## config.mk

```make
export PLATFORM = sky130hd
export DESIGN_NAME = clock_set_ctrl
export DESIGN_NICKNAME = d
export VERILOG_FILES = /design/src/rtl/clock_set_ctrl.sv
export SDC_FILE = /design/constraint.sdc
export NUM_CORES = 1
export LEC_CHECK = 0
export ABC_CLOCK_PERIOD_IN_PS = 1700
export CORE_MARGIN = 8
export CORE_UTILIZATION = 46
export DETAILED_ROUTE_END_ITERATION = 7
export MAX_ROUTING_LAYER = met4
export PLACE_DENSITY = 0.68
export SLEW_MARGIN = 20
export SYNTH_ARGS = -nofsm -noshare
export SYNTH_HDL_FRONTEND = slang
export SYNTH_SLANG_ARGS = --single-unit
```

## constraint.sdc

```tcl
create_clock -name clk -period 1.7 [get_ports clk]
set_input_delay 0.17 -clock clk [delete_from_list [all_inputs] [get_ports clk]]
set_output_delay 0.17 -clock clk [all_outputs]
set_load 0.01 [all_outputs]
```

## src/rtl/clock_set_ctrl.sv

```systemverilog
// Mode/time-set controller: turns the 1 Hz tick and mode/inc buttons into counter strobes.
// Optional auto-repeat on a held inc key is compiled in with CLKCTL_AUTOREPEAT_EN.
//
// state   | meaning
// RUN     | time advances on tick, inc key ignored
// SET_HR  | time frozen, inc presses step hours, field blinks
// SET_MIN | time frozen, inc presses step minutes, field blinks
module clock_set_ctrl #(
    parameter int TIMEOUT    = 30,
    parameter int REPEAT_DLY = 2
) (
    input  logic       clk,
    input  logic       clrn,
    input  logic       tick,
    input  logic       key_mode,
    input  logic       key_inc,
    output logic       sec_en,
    output logic       min_en,
    output logic       hr_en,
    output logic       sec_load,
    output logic [1:0] mode,
    output logic       blink
);

    typedef enum logic [1:0] {
        RUN     = 2'd0,
        SET_HR  = 2'd1,
        SET_MIN = 2'd2
    } state_t;

    if (TIMEOUT < 1 || TIMEOUT > 255 || REPEAT_DLY < 1 || REPEAT_DLY > 15) begin : g_bad_param
        $error("clock_set_ctrl: TIMEOUT or REPEAT_DLY out of range");
    end

    state_t     state, state_nx;
    logic       mode_q, mode_prev, inc_q, inc_prev;
    logic [7:0] to_cnt, to_nx;
    logic       blink_nx, sec_en_nx, hr_en_nx, min_en_nx, sec_load_nx;
    logic       mode_press, inc_press, in_set, rpt, inc_evt;

    // Previous levels start at 1 so a key held through reset is not a press.
    assign mode_press = mode_q & ~mode_prev;
    assign inc_press  = inc_q & ~inc_prev;
    assign in_set     = (state == SET_HR) || (state == SET_MIN);
    assign inc_evt    = inc_press | rpt;
    assign mode       = state;

`ifdef CLKCTL_AUTOREPEAT_EN
    logic [3:0] hold_cnt, hold_nx;

    assign rpt = in_set & inc_q & tick & (hold_cnt == 4'(REPEAT_DLY));

    always_comb begin
        hold_nx = 4'd0;
        if (in_set && inc_q && state_nx == state)
            hold_nx = (tick && !rpt) ? hold_cnt + 4'd1 : hold_cnt;
    end

    always_ff @(posedge clk or negedge clrn) begin
        if (!clrn) hold_cnt <= 4'd0;
        else       hold_cnt <= hold_nx;
    end
`else
    assign rpt = 1'b0;
`endif

    always_comb begin
        state_nx    = state;
        to_nx       = to_cnt;
        blink_nx    = 1'b0;
        sec_en_nx   = 1'b0;
        hr_en_nx    = 1'b0;
        min_en_nx   = 1'b0;
        sec_load_nx = 1'b0;
        case (state)
            RUN: begin
                sec_en_nx = tick;
                to_nx     = 8'd0;
                if (mode_press) state_nx = SET_HR;
            end
            SET_HR, SET_MIN: begin
                blink_nx = blink ^ tick;
                to_nx    = to_cnt + 8'(tick);
                // Mode beats inc; any key beats the timeout.
                if (mode_press) begin
                    state_nx    = (state == SET_HR) ? SET_MIN : RUN;
                    sec_load_nx = (state == SET_MIN);
                    blink_nx    = 1'b0;
                    to_nx       = 8'd0;
                end else if (inc_evt) begin
                    hr_en_nx  = (state == SET_HR);
                    min_en_nx = (state == SET_MIN);
                    to_nx     = 8'd0;
                end else if (tick && to_cnt == 8'(TIMEOUT - 1)) begin
                    state_nx    = RUN;
                    sec_load_nx = 1'b1;
                    blink_nx    = 1'b0;
                    to_nx       = 8'd0;
                end
            end
            default: begin
                state_nx = RUN;
                to_nx    = 8'd0;
            end
        endcase
    end

    always_ff @(posedge clk or negedge clrn) begin
        if (!clrn) begin
            state     <= RUN;
            mode_q    <= 1'b1;
            mode_prev <= 1'b1;
            inc_q     <= 1'b1;
            inc_prev  <= 1'b1;
            to_cnt    <= 8'd0;
            blink     <= 1'b0;
            sec_en    <= 1'b0;
            hr_en     <= 1'b0;
            min_en    <= 1'b0;
            sec_load  <= 1'b0;
        end else begin
            state     <= state_nx;
            mode_q    <= key_mode;
            mode_prev <= mode_q;
            inc_q     <= key_inc;
            inc_prev  <= inc_q;
            to_cnt    <= to_nx;
            blink     <= blink_nx;
            sec_en    <= sec_en_nx;
            hr_en     <= hr_en_nx;
            min_en    <= min_en_nx;
            sec_load  <= sec_load_nx;
        end
    end

endmodule

```

==> results by group <==
GRT
  • Pin count of the biggest net entering global routing: 20
  • GRT overflow: 0
  • First-pass GRT wire length: 2640 um
  • Total GRT Usage: 0.103
  • Initial antenna violation count: 0
  • Vias in the first global route: 594

Routing
  • Post-route ant nets: 0
  • Routed Wire Length: 1610 um
  • Initial DRC Count: 15
  • Remaining DRCs: 0
  • Via count: 636
  • TritonRoute pass-1 iters: 4
  • WL per Instance: 12.9 um
  • Routed vias/inst: 5.09

Synth
  • Mean Syn Cell Area: 11.5 um2
  • Cells after Synth: 76
  • Netlist Area Pre-Place: 872 um2
  • Seq/Total Area, Yosys: 0.551
  • Netlist cell types: 26
  • Synth Register Bits: 19
  • Syn Nets: 87
  • Ys Warns: 0

Finish
  • Most frequent cells in the layout: 15 x dfrtp_1, 11 x clkdlybuf4s50_1, 9 x buf_4, 8 x nor2_1, 6 x ha_1
  • Final Core Density: 0.633
  • Fill cells: 144
  • P&R area growth vs syn: 28.1%
  • Share of layout cells above drive strength 1: 0.210
  • # diodes: 0
  • Nets: 112
  • Commonest non-fill, non-tap cell in the layout: dfrtp_1

CTS
  • Root buffer cell: clkbuf_4
  • H-tree Lvls: 1
  • CTS tree: built
  • Clock edge transition at the registers on the reported setup and hold paths: 0.11 ns
  • Post-CTS Hold Fix Bufs: 0
  • CTS buffer count: 3
  • CTS sink count: 19
  • Worst skew pair latency: 0.30 ns
  • Maximum clock insertion buffer count: 2

Die
  • # IOs: 12
  • FP Rows: 15
  • Initial Util: 0.494
  • Core Box Area: 0.00176 mm2
  • Die Height: 59.5 um
  • Die width: 59.5 um
  • Die area: 0.00355 mm2

Timing
  • Unrepaired setup endpoints after global routing: yes
  • Slew Viols, Final: 0
  • Hold slack final: 0.188 ns
  • Fmax: 593 MHz
  • # setup viols final: 0
  • Fin crit share: 0.992
  • Slew @ Worst Pin: 0.289 ns
  • Final setup skew: 0.00793 ns
  • Relative slew slack: 0.807
  • Final hold vios: 0
  • Tmin final: 1.69 ns

Critical path
  • Buf+Inv Stages, Crit Path: 0
  • Delay-heaviest family, CP: simple AND/OR/NAND/NOR gates
  • Worst EP arrival: 1.89 ns
  • Critical Path Max Stage Delay: 0.55 ns
  • Critical path's slowest cell: dfstp_2
  • CP endpoint kind: register
  • Cell Chain, Critical Path: nor2b_2 > or4_4 > o21ai_2 > mux2_4
  • CP Class: register to register
  • Startpoint types: register
  • Critical path data required time: 1.90 ns
  • Crit path max fanout: 2

Power and ir drop
  • Power Density: 1130 mW/mm2
  • Peak supply drop: 546 uV
  • Design Power: 1.26 mW
  • LEAKAGE: 0.525 nW

Place
  • Port bufs: 11
  • Placer Congestion: 0.868
  • Dpl hpwl: 1130 um

Worst hold path
  • Worst min path class: input pin to async pin

Run
  • Max cap viols: 0

Status
  • Status: finished clean
## what timing repair did
item                                    in CTS  in global routing
endpoints found under the setup margin       0                  3
resized for setup                            0                  3
setup buffers                                0                  1
## final cells by class
class | instances | area (um2) | share of cell area
multi-input cells | 55 | 394 | 0.353
repair buffers | 20 | 178 | 0.159
inverters | 2 | 7.51 | 0.00672
flip-flops and latches | 19 | 480 | 0.430
clock buffers | 4 | 26.3 | 0.0235
well taps | 25 | 31.3 | 0.0280
## cell usage after synthesis (all sizes together)
master / number / area (um2)
dfrtp: 15 / 375
nor2: 8 / 30.0
ha: 6 / 75.1
and2: 5 / 31.3
nand3: 5 / 25.0
dfstp: 4 / 105
xor2: 4 / 35.0
and3: 3 / 18.8
o21ai: 3 / 18.8
a21oi: 2 / 10.0
a31oi: 2 / 12.5
and4: 2 / 17.5
inv: 2 / 7.51
nand2: 2 / 7.51
nor2b: 2 / 12.5
o21a: 2 / 15.0
a22oi: 1 / 7.51
mux2: 1 / 11.3
nand2b: 1 / 6.26
nand3b: 1 / 7.51
nand4bb: 1 / 11.3
nor3: 1 / 5.00
or2: 1 / 6.26
or4: 1 / 11.3
xnor2: 1 / 8.76
## cells by family (layout without fill, tap and decap cells)
logic type / count (synthesis) / after routing / synth area share
compound gates: 10 / 10 / 0.0732
xor+xnor: 5 / 5 / 0.0502
fa+ha+maj: 6 / 6 / 0.0861
buf+inv: 2 / 26 / 0.00861
flops: 19 / 19 / 0.551
mux: 1 / 1 / 0.0129
simple gates: 33 / 33 / 0.218
## final timing paths
kind | to | from | slack, ns | cells past startpoint
worst max-delay path | mode[0] | inc_prev | 0.01 | 4
worst min-delay path | min_en | clrn | 0.19 | 2
worst max register to register | mode[0] | inc_prev | 0.01 | 4
worst min register to register | inc_prev | inc_q | 0.37 | 0
max in group asynchronous | inc_q | clrn | 1.25 | 2
min in group clk | mode_q | key_mode | 0.26 | 1
## routing by layer
layer	track usage	share of wire	up-vias
met5	-	0	-
li1	-	-	309
met4	0.0612	0.024	0
met3	0.0369	0.060	5
met2	0.146	0.44	20
met1	0.123	0.48	302
## metrics by stage
step | setup WS (ns) | instances | cell area [um2] | TNS [ns]
floorplan | 0.0278 | 76 | 872 | 0
global placement | -0.0658 | 120 | 1070 | -0.0658
detailed placement | -0.0945 | 120 | 1070 | -0.0945
CTS | 0.00346 | 124 | 1100 | 0
global route | -0.0430 | 125 | 1120 | -0.0430
finish | 0.0136 | 125 | 1120 | 0
## where the power goes
group          total (mW)  internal (mW)  switching [mW]
clock               0.233         0.0915           0.141
combinational       0.471          0.234           0.237
sequential          0.559          0.518          0.0414
## registers in the layout, indices dropped and copies added (netlist names)
register,cells
min_en,1
sec_en,1
inc_q,1
inc_prev,1
hr_en,1
sec_load,1
mode,2
mode_q,1
blink,1
to_cnt,8
mode_prev,1
## worst register-to-register path, stage by stage, from the launching register on
cell and delay [ns]:
dfstp_2 0.55, nor2b_2 0.05, or4_4 0.54, o21ai_2 0.14
mux2_4 0.31
No activity file was read; power rests on OpenSTA's default activity.
